### src/rtl/rfile_writeback_if.sv
// rfile_writeback_if: retire handshake, RFile write port and decode bypass signals of the write-back stage.
interface rfile_writeback_if #(
   parameter int DATA_W = 32,
   parameter int REG_AW = 5
);
   logic              in_valid, in_ready, reg_write, reg_dst, mem_to_reg, mem_rvalid;
   logic              WE, busy, fwd_a, fwd_b;
   logic [REG_AW-1:0] rt, rd, Rw, dec_rs, dec_rt;
   logic [DATA_W-1:0] alu_result, mem_rdata, Di, fwd_data;
   modport master (
      output in_valid, reg_write, reg_dst, mem_to_reg, rt, rd, alu_result, mem_rdata, mem_rvalid, dec_rs, dec_rt,
      input  in_ready, Rw, Di, WE, busy, fwd_a, fwd_b, fwd_data
   );
   modport slave (
      input  in_valid, reg_write, reg_dst, mem_to_reg, rt, rd, alu_result, mem_rdata, mem_rvalid, dec_rs, dec_rt,
      output in_ready, Rw, Di, WE, busy, fwd_a, fwd_b, fwd_data
   );
endinterface

### src/rtl/rfile_writeback.sv
// rfile_writeback: write-back stage driving the RFile write port; loads wait for mem_rvalid.
// Define WB_BYPASS_EN to drive fwd_a/fwd_b/fwd_data for same-cycle decode bypass.
module rfile_writeback #(
   parameter int DATA_W = 32,
   parameter int REG_AW = 5
) (
   input logic            clk,
   input logic            reset,
   rfile_writeback_if.slave bus
);
   typedef enum logic [1:0] {IDLE, WAIT_MEM, COMMIT} state_t;
   state_t            state_q, state_d;
   logic [REG_AW-1:0] rw_q, rw_d, dest_q, dest_d, dest;
   logic [DATA_W-1:0] di_q, di_d;
   logic              xfer, write_ok;
   assign dest         = bus.reg_dst ? bus.rd : bus.rt;
   assign write_ok     = bus.reg_write & (dest != '0);
   assign bus.in_ready = state_q != WAIT_MEM;
   assign xfer         = bus.in_valid & bus.in_ready;
   assign bus.WE       = state_q == COMMIT;
   assign bus.busy     = state_q != IDLE;
   assign bus.Rw       = rw_q;
   assign bus.Di       = di_q;
   always_comb begin
      state_d = state_q;
      rw_d    = rw_q;
      di_d    = di_q;
      dest_d  = dest_q;
      if (state_q == WAIT_MEM) begin
         if (bus.mem_rvalid) begin
            rw_d    = dest_q;
            di_d    = bus.mem_rdata;
            state_d = COMMIT;
         end
      end else if (xfer && write_ok && bus.mem_to_reg) begin
         dest_d  = dest;
         state_d = WAIT_MEM;
      end else if (xfer && write_ok) begin
         rw_d    = dest;
         di_d    = bus.alu_result;
         state_d = COMMIT;
      end else begin
         state_d = IDLE;
      end
   end
   always_ff @(posedge clk or posedge reset) begin
      if (reset) begin
         state_q <= IDLE;
         rw_q    <= '0;
         di_q    <= '0;
         dest_q  <= '0;
      end else begin
         state_q <= state_d;
         rw_q    <= rw_d;
         di_q    <= di_d;
         dest_q  <= dest_d;
      end
   end
`ifdef WB_BYPASS_EN
   assign bus.fwd_a    = bus.WE & (rw_q == bus.dec_rs) & (rw_q != '0);
   assign bus.fwd_b    = bus.WE & (rw_q == bus.dec_rt) & (rw_q != '0);
   assign bus.fwd_data = di_q;
`else
   assign bus.fwd_a    = 1'b0;
   assign bus.fwd_b    = 1'b0;
   assign bus.fwd_data = '0;
`endif
endmodule

### src/flat_wrapper.sv
// flat-port wrapper written by rule: the top's interface ports become plain ports
module rfile_writeback_flat 
#(
   parameter int DATA_W = 32,
   parameter int REG_AW = 5
)
  (clk, reset, bus_in_valid, bus_reg_write, bus_reg_dst, bus_mem_to_reg, bus_rt, bus_rd, bus_alu_result, bus_mem_rdata, bus_mem_rvalid, bus_dec_rs, bus_dec_rt, bus_in_ready, bus_Rw, bus_Di, bus_WE, bus_busy, bus_fwd_a, bus_fwd_b, bus_fwd_data);
  rfile_writeback_if #(.DATA_W(DATA_W), .REG_AW(REG_AW)) bus_i ();
  input logic clk;
  input logic reset;
  input wire logic [$bits(bus_i.in_valid)-1:0] bus_in_valid;
  input wire logic [$bits(bus_i.reg_write)-1:0] bus_reg_write;
  input wire logic [$bits(bus_i.reg_dst)-1:0] bus_reg_dst;
  input wire logic [$bits(bus_i.mem_to_reg)-1:0] bus_mem_to_reg;
  input wire logic [$bits(bus_i.rt)-1:0] bus_rt;
  input wire logic [$bits(bus_i.rd)-1:0] bus_rd;
  input wire logic [$bits(bus_i.alu_result)-1:0] bus_alu_result;
  input wire logic [$bits(bus_i.mem_rdata)-1:0] bus_mem_rdata;
  input wire logic [$bits(bus_i.mem_rvalid)-1:0] bus_mem_rvalid;
  input wire logic [$bits(bus_i.dec_rs)-1:0] bus_dec_rs;
  input wire logic [$bits(bus_i.dec_rt)-1:0] bus_dec_rt;
  output wire logic [$bits(bus_i.in_ready)-1:0] bus_in_ready;
  output wire logic [$bits(bus_i.Rw)-1:0] bus_Rw;
  output wire logic [$bits(bus_i.Di)-1:0] bus_Di;
  output wire logic [$bits(bus_i.WE)-1:0] bus_WE;
  output wire logic [$bits(bus_i.busy)-1:0] bus_busy;
  output wire logic [$bits(bus_i.fwd_a)-1:0] bus_fwd_a;
  output wire logic [$bits(bus_i.fwd_b)-1:0] bus_fwd_b;
  output wire logic [$bits(bus_i.fwd_data)-1:0] bus_fwd_data;
  assign bus_i.in_valid = bus_in_valid;
  assign bus_i.reg_write = bus_reg_write;
  assign bus_i.reg_dst = bus_reg_dst;
  assign bus_i.mem_to_reg = bus_mem_to_reg;
  assign bus_i.rt = bus_rt;
  assign bus_i.rd = bus_rd;
  assign bus_i.alu_result = bus_alu_result;
  assign bus_i.mem_rdata = bus_mem_rdata;
  assign bus_i.mem_rvalid = bus_mem_rvalid;
  assign bus_i.dec_rs = bus_dec_rs;
  assign bus_i.dec_rt = bus_dec_rt;
  assign bus_in_ready = bus_i.in_ready;
  assign bus_Rw = bus_i.Rw;
  assign bus_Di = bus_i.Di;
  assign bus_WE = bus_i.WE;
  assign bus_busy = bus_i.busy;
  assign bus_fwd_a = bus_i.fwd_a;
  assign bus_fwd_b = bus_i.fwd_b;
  assign bus_fwd_data = bus_i.fwd_data;
  rfile_writeback #(.DATA_W(DATA_W), .REG_AW(REG_AW)) u_core (.clk(clk), .reset(reset), .bus(bus_i));
endmodule
### config.mk
export PLATFORM = sky130hd
export DESIGN_NAME = rfile_writeback_flat
export DESIGN_NICKNAME = d
export VERILOG_FILES = /design/src/rtl/rfile_writeback_if.sv /design/src/rtl/rfile_writeback.sv /design/src/flat_wrapper.sv
export SDC_FILE = /design/constraint.sdc
export NUM_CORES = 1
export LEC_CHECK = 0
export ABC_AREA = 1
export CORE_MARGIN = 3
export CORE_UTILIZATION = 38
export DETAILED_ROUTE_END_ITERATION = 10
export GPL_TIMING_DRIVEN = 0
export PLACE_DENSITY = 0.82
export SLEW_MARGIN = 25
export SYNTH_ARGS = -nofsm -noshare
export SYNTH_HDL_FRONTEND = slang
export SYNTH_SLANG_ARGS = --single-unit
### constraint.sdc
create_clock -name clk -period 1.9 [get_ports clk]
set_input_delay 0.57 -clock clk [delete_from_list [all_inputs] [get_ports clk]]
set_output_delay 0.57 -clock clk [all_outputs]
set_load 0.01 [all_outputs]
Word-level counts from Yosys, hierarchy flattened
Index checks and enable logic that the tools add are counted.
{"block": "totals", "register_bits": 44, "inputBits": 91, "out_inout_bits": 74, "word_cells": 32}
{"block": "classes", "eq_ne": 5, "mux": 13, "bitwise": 3, "n_reduce_logical": 7}
{"operator": "$mux W32", "n": 4}
{"operator": "$mux W5", "n": 5}
{"operator": "$mux W2", "n": 4}
{"operator": "$reduce_bool A5 Y1", "n": 1}
{"operator": "$ne A2 B1 Y1 const B", "n": 2}
{"operator": "$reduce_bool A2 Y1", "n": 2}
{"operator": "$reduce_and A3 Y1", "n": 1}
{"operator": "$and A1 B1 Y1", "n": 2}
{"operator": "$eq A2 B1 Y1 const B", "n": 1}
{"operator": "$eq A2 B2 Y1 const B", "n": 1}
{"operator": "$logic_and A1 B1 Y1", "n": 2}
{"operator": "$ne A2 B2 Y1 const B", "n": 1}
{"operator": "$reduce_and A2 Y1", "n": 1}
{"operator": "$not A1 Y1", "n": 1}

Longest topological paths before layout
Gate-level depths: netlist (run 1).
{"block": "logic_depth", "ltp_word": 7, "mapped_depth": 12}

Worst setup path before layout (run 1)
Ideal clock, no wire load.
{"block": "synth_path", "kind": "input to register", "startpoint": "in bus_reg_dst", "endpoint": "reg u_core.rw_q[0] (netlist: u_core.bus.Rw[0])", "arrival_ns": 1.457, "setup_slack_ns": 0.326, "path_stages": 8, "path_buffers": 2, "cell_sequence": "o21ai_0 nand3_1 nand2_2 nand2_4 buf_6 buf_6 nand3_1 nand2_1"}
{"block": "synth_via", "elab_chain_cells": 7}
{"element": "start: declaration", "line": "flat_wrapper.sv:13", "rtl": "input wire logic [$bits(bus_i.reg_dst)-1:0] bus_reg_dst;"}
{"element": "$mux W5 *", "line": "rfile_writeback.sv:16", "rtl": "assign dest = bus.reg_dst ? bus.rd : bus.rt;"}
{"element": "$reduce_bool A5 Y1", "line": "rfile_writeback.sv:17", "rtl": "assign write_ok = bus.reg_write & (dest != '0);"}
{"element": "$and A1 B1 Y1", "line": "rfile_writeback.sv:17"}
{"element": "$logic_and A1 B1 Y1", "line": "rfile_writeback.sv:35, rfile_writeback.sv:38"}
{"element": "$logic_and A1 B1 Y1", "line": "rfile_writeback.sv:35", "rtl": "end else if (xfer && write_ok && bus.mem_to_reg) begin"}
{"element": "$ne A2 B1 Y1 (no source line)"}
{"element": "$reduce_and A3 Y1 (no source line)"}
{"element": "end signal: assignment", "line": "rfile_writeback.sv:54", "rtl": "rw_q <= rw_d;"}
{"element": "end: declaration", "line": "rfile_writeback.sv:13", "rtl": "logic [REG_AW-1:0] rw_q, rw_d, dest_q, dest_d, dest;"}
Every way passes the cells marked *; elsewhere a longest branch is shown, timed or not. The select of a mux whose other input is x is not followed.
A chain may end at the register's enable or synchronous reset.

Final worst setup path (run 1)
{"block": "layout_path", "startpoint": "in bus_rt[2]", "endpoint": "reg u_core.di_q[9] (netlist: u_core.bus.Di[9])"}
{"block": "layout_via", "elab_chain_cells": 7}
{"element": "start: declaration", "line": "flat_wrapper.sv:15", "rtl": "input wire logic [$bits(bus_i.rt)-1:0] bus_rt;"}
{"element": "$mux W5 *", "line": "rfile_writeback.sv:16"}
{"element": "$reduce_bool A5 Y1 *", "line": "rfile_writeback.sv:17"}
{"element": "$and A1 B1 Y1 *", "line": "rfile_writeback.sv:17"}
{"element": "$logic_and A1 B1 Y1 *", "line": "rfile_writeback.sv:35, rfile_writeback.sv:38"}
{"element": "$logic_and A1 B1 Y1", "line": "rfile_writeback.sv:35"}
{"element": "$ne A2 B1 Y1 (no source line)"}
{"element": "$reduce_and A3 Y1 (no source line) *"}
{"element": "end signal: assignment", "line": "rfile_writeback.sv:55", "rtl": "di_q <= di_d;"}
{"element": "end: declaration", "line": "rfile_writeback.sv:14", "rtl": "logic [DATA_W-1:0] di_q, di_d;"}
Every way passes the cells marked *; elsewhere a longest branch is shown, timed or not.

==> results of run 1 <==
## sequential cells by signal, summed over array words and instances, names as in the netlist
register        flops
u_core.dest_q       5
u_core.bus.Di      32
u_core.bus.Rw       5
u_core.state_q      2
## worst max path at each step
stage | startpoint | cells past startpoint | endpoint
final | bus_rt[2] | 9 | u_core.bus.Di[9]$_DFFE_PP0P_
after global routing | bus_rt[1] | 11 | u_core.bus.Di[9]$_DFFE_PP0P_
after CTS | bus_reg_dst | 12 | u_core.bus.Di[9]$_DFFE_PP0P_
after detailed placement | bus_reg_dst | 12 | u_core.bus.Di[30]$_DFFE_PP0P_
after global placement | reset | 2 | u_core.bus.Di[15]$_DFFE_PP0P_
after floorplan | reset | 1 | u_core.bus.Di[0]$_DFFE_PP0P_
## layer usage
| layer | up-vias | wire length (um) | global-route usage (%) | share of wire, % |
|---|---|---|---|---|
| li1 | 1390 | - | - | - |
| met1 | 1209 | 2980 | 19.8 | 40 |
| met2 | 106 | 3790 | 34.2 | 51 |
| met3 | 6 | 576 | 5.67 | 7.8 |
| met4 | 0 | 74 | 5.36 | 1.0 |
| met5 | - | 0 | 0 | 0 |
## Yosys cell counts
master and count:
inv_2 4, nor2_8 1, o21ai_2 1, buf_4 35, nand2_1 176, clkbuf_1 5
nand2_4 2, nor2_1 7, a31oi_1 2, inv_1 8, nand3_1 38, buf_12 3
o21ai_0 10, nand2_2 21, dfrtp_1 44, buf_2 1, or2_1 1, conb_1 1
buf_1 2, buf_6 7
## cell type report
| cell class | instances | area, sq um | share of cell area (%) |
|---|---|---|---|
| flip-flops and latches | 44 | 1100 | 25.4 |
| well taps | 96 | 120 | 2.77 |
| plain buffers | 53 | 454 | 10.5 |
| repair buffers | 122 | 1220 | 28.1 |
| clock inverters | 2 | 35.0 | 0.809 |
| clock buffers | 6 | 72.6 | 1.68 |
| multi-input cells | 293 | 1280 | 29.6 |
| inverters | 12 | 50.0 | 1.16 |
## through the flow
step                util, %  instance area, sq um  power (mW)
finish                 63.1                  4330        3.76
global route           63.1                  4330        4.03
CTS                    62.8                  4310        3.79
detailed placement     60.8                  4180        3.06
global placement       60.5                  4160        3.02
floorplan                 -                  2840        2.18
## kinds of logic (layout without fill, tap and decap cells)
kind of cell	after synthesis	after routing	synth area share, %
other cells	1	34	0.138
buf+inv	65	195	17.6
compound gates	13	13	2.63
flops	44	44	40.6
simple gates	246	246	39.0
## power breakdown
part | switching, mW | internal (mW) | leakage [nW]
Combinational | 0.732 | 0.914 | 1.65
Clock | 0.320 | 0.390 | 0.0552
Sequential | 0.177 | 1.23 | 0.547
Total | 1.23 | 2.53 | 2.26
## cell usage in the layout (no fill, tap or decap), drive strengths merged
cell type	Yosys	layout
clkbuf	5	12
o21ai	11	11
dlygate4sd2	0	2
bufinv	0	1
or2	1	1
clkdlybuf4s50	0	116
inv	12	12
nor2	8	8
dfrtp	44	44
clkinv	0	1
nand3	38	38
buf	48	51
nand2	199	199
conb	1	34
a31oi	2	2
## repair_timing
| action | in CTS | in global routing |
|---|---|---|
| buffers inserted | 1 | 0 |
| gates resized for setup | 15 | 10 |
| endpoints found under the setup margin | 46 | 33 |
| pin swaps | 1 | 4 |
## worst max-delay path, stage by stage
cell and delay [ns]:
clkdlybuf4s50_1 0.41, o21ai_1 0.29, nand3_2 0.15, nand2_4 0.12, nand2_4 0.06, buf_6 0.15
buf_6 0.14, nand3_1 0.07, nand2_1 0.07
==> results.md, run 1 <==
- Outcome: finished clean
- Hold-fix buffers, CTS: 0
- CP Max Fanout: 10
- Share of cells above drive strength 1: 18.0%
- Hold Crit Endpoint: u_core.bus.Di[14]$_DFFE_PP0P_
- Post-Place Cells: 619
- DR WL/cell: 11.8 um
- Cell count after synthesis: 369
- Critical R2R Launch: u_core.state_q[0]$_DFFE_PP0P_
- First-pass GRT wire length: 12.4 mm
- Finish-stage setup viols: 0
- Area leader, netlist: dfrtp_1
- Measured slew at the worst slew-check pin: 0.517 ns
- Worst Hold Launch: u_core.bus.Di[14]$_DFFE_PP0P_
- RSZ-0062 raised after global routing: no
- CTS tree: done
- Final TNS setup: 0 ns
- Slew headroom: 65.6%
- R2R Path End: u_core.bus.Di[30]$_DFFE_PP0P_
- Die height: 90.5 um
- Register area share after synthesis: 40.6%
- Max Fclk: 0.543 GHz
- Gr ovfl total: 0
- 1st-iter DRT viols: 106
- Mean Syn Cell Area: 7.35 sq um
- Clock sinks: 44
- Die W: 90.5 um
- Setup ws final: 0.0595 ns
- Worst-path clk slew: 0.08 ns
- Reg2Reg Depth: 11
- Hold Fails Final Rpt: 0
- CTS Buffer Depth: 2
- Initial antenna violation count: 0
- Critical Path AT: 2.03 ns
- Critical path class: in -> reg
- Routed Antenna Nets: 0
- Vias post-DR: 2711
- Die area: 0.00818 sq mm
- Largest net degree at the start of global routing: 29
- Maximum Capacitance Violations: 0
- GRT Util Overall: 18.4%
- Diode count: 0
- CP Data Required Time: 2.08 ns
- TritonRoute pass-1 iters: 5
- Clk_lat worst skew: 0.30 ns
- I/O Pins: 165
- LEAKAGE: 2.26 nW
- Routability cong.: 0.859
- DP Wirelength: 5.73 mm
- Fillers: 625
- R2R Setup Slk: 0.25 ns
- Starting Density: 39.5%
- Remaining DRCs: 0
- Dpl ws: -0.555 ns
- Final Skew: 0.00847 ns
- Period utilization: 96.9%
- Crit. End Element: flop
- Hold Crit Class: reg -> reg
- Total Nets Final: 622
- Fin crit period: 1.84 ns
- Cell variety after synth: 20
- Cell area after synthesis: 0.00271 sq mm
- Max H-tree Level: 2
- CP Launch Type: input pin
- Core ar.: 0.00687 sq mm
- Via-per-instance ratio: 4.32
- Cells taking the most area after synthesis: dfrtp_1 (41%), nand2_1 (24%), buf_4 (9.7%), nand3_1 (7.0%), nand2_2 (4.8%)
- Seq cells post-synth: 44
- Area growth syn-to-layout: 59.8%
- Vias in the first global route: 2721
- Fin. max-slew vios: 0
- Synth top area share: 40.6%
- Synth Warn #: 0
- Row Count: 30
- Min Hold Slack: 0.472 ns
- Max VDD drop: 0.000437 V
- Fin cells: 628
- Worst hold stages: 2
- PD cells: 868 mW/mm^2
- Total CTS buffers: 5
- Port Buffers: 120
- Total wire length: 7.42 mm
- Root buffer cell: clkbuf_8
Power figures use the tool's default switching activity.
==> inputs of run 2 (changes only) <==
- SKIP_LAST_GASP: not set -> 1
==> run 2 against run 1 <==
Net effect:
- sequential power about the same
- core utilization shrank 0.20 points
- final cell count unchanged
- clock power about the same
- global-route usage unchanged
==> results.md, run 2 (same netlist as run 1, synthesis figures left out) <==
- Crit. End Element: output port
- Row Count: 30
- R2R Path End: u_core.bus.Di[30]$_DFFE_PP0P_
- TritonRoute pass-1 iters: 4
- First-pass GRT wire length: 12.4 mm
- Max H-tree Level: 2
- Maximum Capacitance Violations: 0
- Worst-path clk slew: 0.09 ns
- LEAKAGE: 2.25 nW
- CP Max Fanout: 10
- GRT Util Overall: 18.4%
- Initial antenna violation count: 0
- Critical Path AT: 1.26 ns
- Fin. max-slew vios: 0
- Total wire length: 7.43 mm
- Critical path class: reg -> out
- Measured slew at the worst slew-check pin: 0.507 ns
- Final Skew: 0.0104 ns
- Remaining DRCs: 0
- Max Fclk: 0.546 GHz
- Die W: 90.5 um
- CTS Buffer Depth: 2
- Fin crit period: 1.83 ns
- Gr ovfl total: 0
- Share of cells above drive strength 1: 18.0%
- Total CTS buffers: 5
- Total Nets Final: 622
- R2R Setup Slk: 0.26 ns
- Starting Density: 39.5%
- Reg2Reg Depth: 11
- Finish-stage setup viols: 0
- Core ar.: 0.00687 sq mm
- Period utilization: 96.5%
- Clk_lat worst skew: 0.30 ns
- Max VDD drop: 0.000435 V
- Post-layout util: 62.9%
- Hold Fails Final Rpt: 0
- Commonest non-fill, non-tap cells in the layout: nand2_1 (172), clkdlybuf4s50_1 (116), dfrtp_1 (43)
- 1st-iter DRT viols: 136
- Routed Antenna Nets: 0
- Vias post-DR: 2705
- I/O Pins: 165
- Post-Place Cells: 619
- CTS tree: done
- Die area: 0.00818 sq mm
- PD cells: 869 mW/mm^2
- Vias in the first global route: 2719
- Port Buffers: 120
- Leading cell type in the layout, fill and taps excluded: nand2_1
- Largest net degree at the start of global routing: 29
- Hold Crit Class: reg -> reg
- Fin cells: 628
- Fillers: 627
- DP Wirelength: 5.73 mm
- Area growth syn-to-layout: 59.3%
- Critical R2R Launch: u_core.state_q[0]$_DFFE_PP0P_
- CP Launch Type: flop
- Outcome: finished clean
- CP Data Required Time: 1.33 ns
- Slew headroom: 66.2%
- Via-per-instance ratio: 4.31
- Clock sinks: 44
- Die height: 90.5 um
- RSZ-0062 raised after global routing: yes
- Diode count: 0
- Routability cong.: 0.859
- CP endpoint: bus_in_ready
- Root buffer cell: clkbuf_8
- Largest register FFs: 32
- DR WL/cell: 11.8 um
- Worst setup path startpoint: u_core.state_q[0]$_DFFE_PP0P_
==> run 2: cell count changes in the layout (fill, tap and decap cells not counted), sizes merged <==
cell	delta
clkbuf	+1
buf	-1
==> run 2: per-stage QoR <==
step | setup WS [ns] | area (sq um) | TNS [ns] | hold WS, ns | power, mW
3_3_place_gp | -0.606 | 4160 | -43.96 | 0.454 | 3.02
5_1_grt | -0.00187 | 4320 | -0.00187 | 0.496 | 4.02
4_1_cts | -0.0790 | 4300 | -0.0790 | 0.478 | 3.78
6_report | 0.0669 | 4320 | 0 | 0.472 | 3.75
3_5_place_dp | -0.555 | 4180 | -21.93 | 0.458 | 3.06
2_1_floorplan | 0.299 | 2840 | 0 | 0.465 | 2.18
==> run 2: layout make-up <==
class / instances / area, sq um / area share (%)
inverters: 12 / 47.5 / 1.10
repair buffers: 122 / 1220 / 28.2
well taps: 96 / 120 / 2.78
multi-input cells: 293 / 1280 / 29.7
plain buffers: 53 / 443 / 10.3
flip-flops and latches: 44 / 1100 / 25.5
clock inverters: 2 / 35.0 / 0.811
clock buffers: 6 / 72.6 / 1.68
==> run 2: worst max-delay path, stage by stage (launching register included) <==
cell and delay (ns):
dfrtp_1 0.40, inv_2 0.11, nor2_8 0.06, inv_4 0.09, clkbuf_8 0.17, clkbuf_2 0.14
==> run 2: how the worst min path moves through the flow <==
stage	startpoint	end	slack, ns	cells past startpoint
detailed placement	u_core.bus.Di[11]$_DFFE_PP0P_	u_core.bus.Di[11]$_DFFE_PP0P_	0.46	2
finish	u_core.bus.Di[14]$_DFFE_PP0P_	u_core.bus.Di[14]$_DFFE_PP0P_	0.47	2
global route	u_core.bus.Di[17]$_DFFE_PP0P_	u_core.bus.Di[17]$_DFFE_PP0P_	0.50	2
floorplan	u_core.dest_q[2]$_DFFE_PP0P_	u_core.dest_q[2]$_DFFE_PP0P_	0.47	2
CTS	u_core.bus.Di[11]$_DFFE_PP0P_	u_core.bus.Di[11]$_DFFE_PP0P_	0.48	2
global placement	u_core.bus.Di[16]$_DFFE_PP0P_	u_core.bus.Di[16]$_DFFE_PP0P_	0.45	2
==> run 2: timing repair <==
action                     4_1_cts  5_1_grt
resized for setup               10       12
setup buffers                    1        0
pin swaps                        1        4
hold buffers                     0        0
cloned                           0        0
setup endpoints to repair       46       34
==> run 2: metal layers <==
metal	up-vias	part of all wire, %	global-route usage, %
li1	1387	-	-
met1	1200	40	19.8
met2	110	51	34.2
met3	8	8.2	5.67
met4	0	1.1	5.23
met5	-	0	0
==> run 2: power breakdown <==
part	switching [mW]	internal [mW]
sequential	0.177	1.23
clock	0.320	0.390
combinational	0.731	0.909
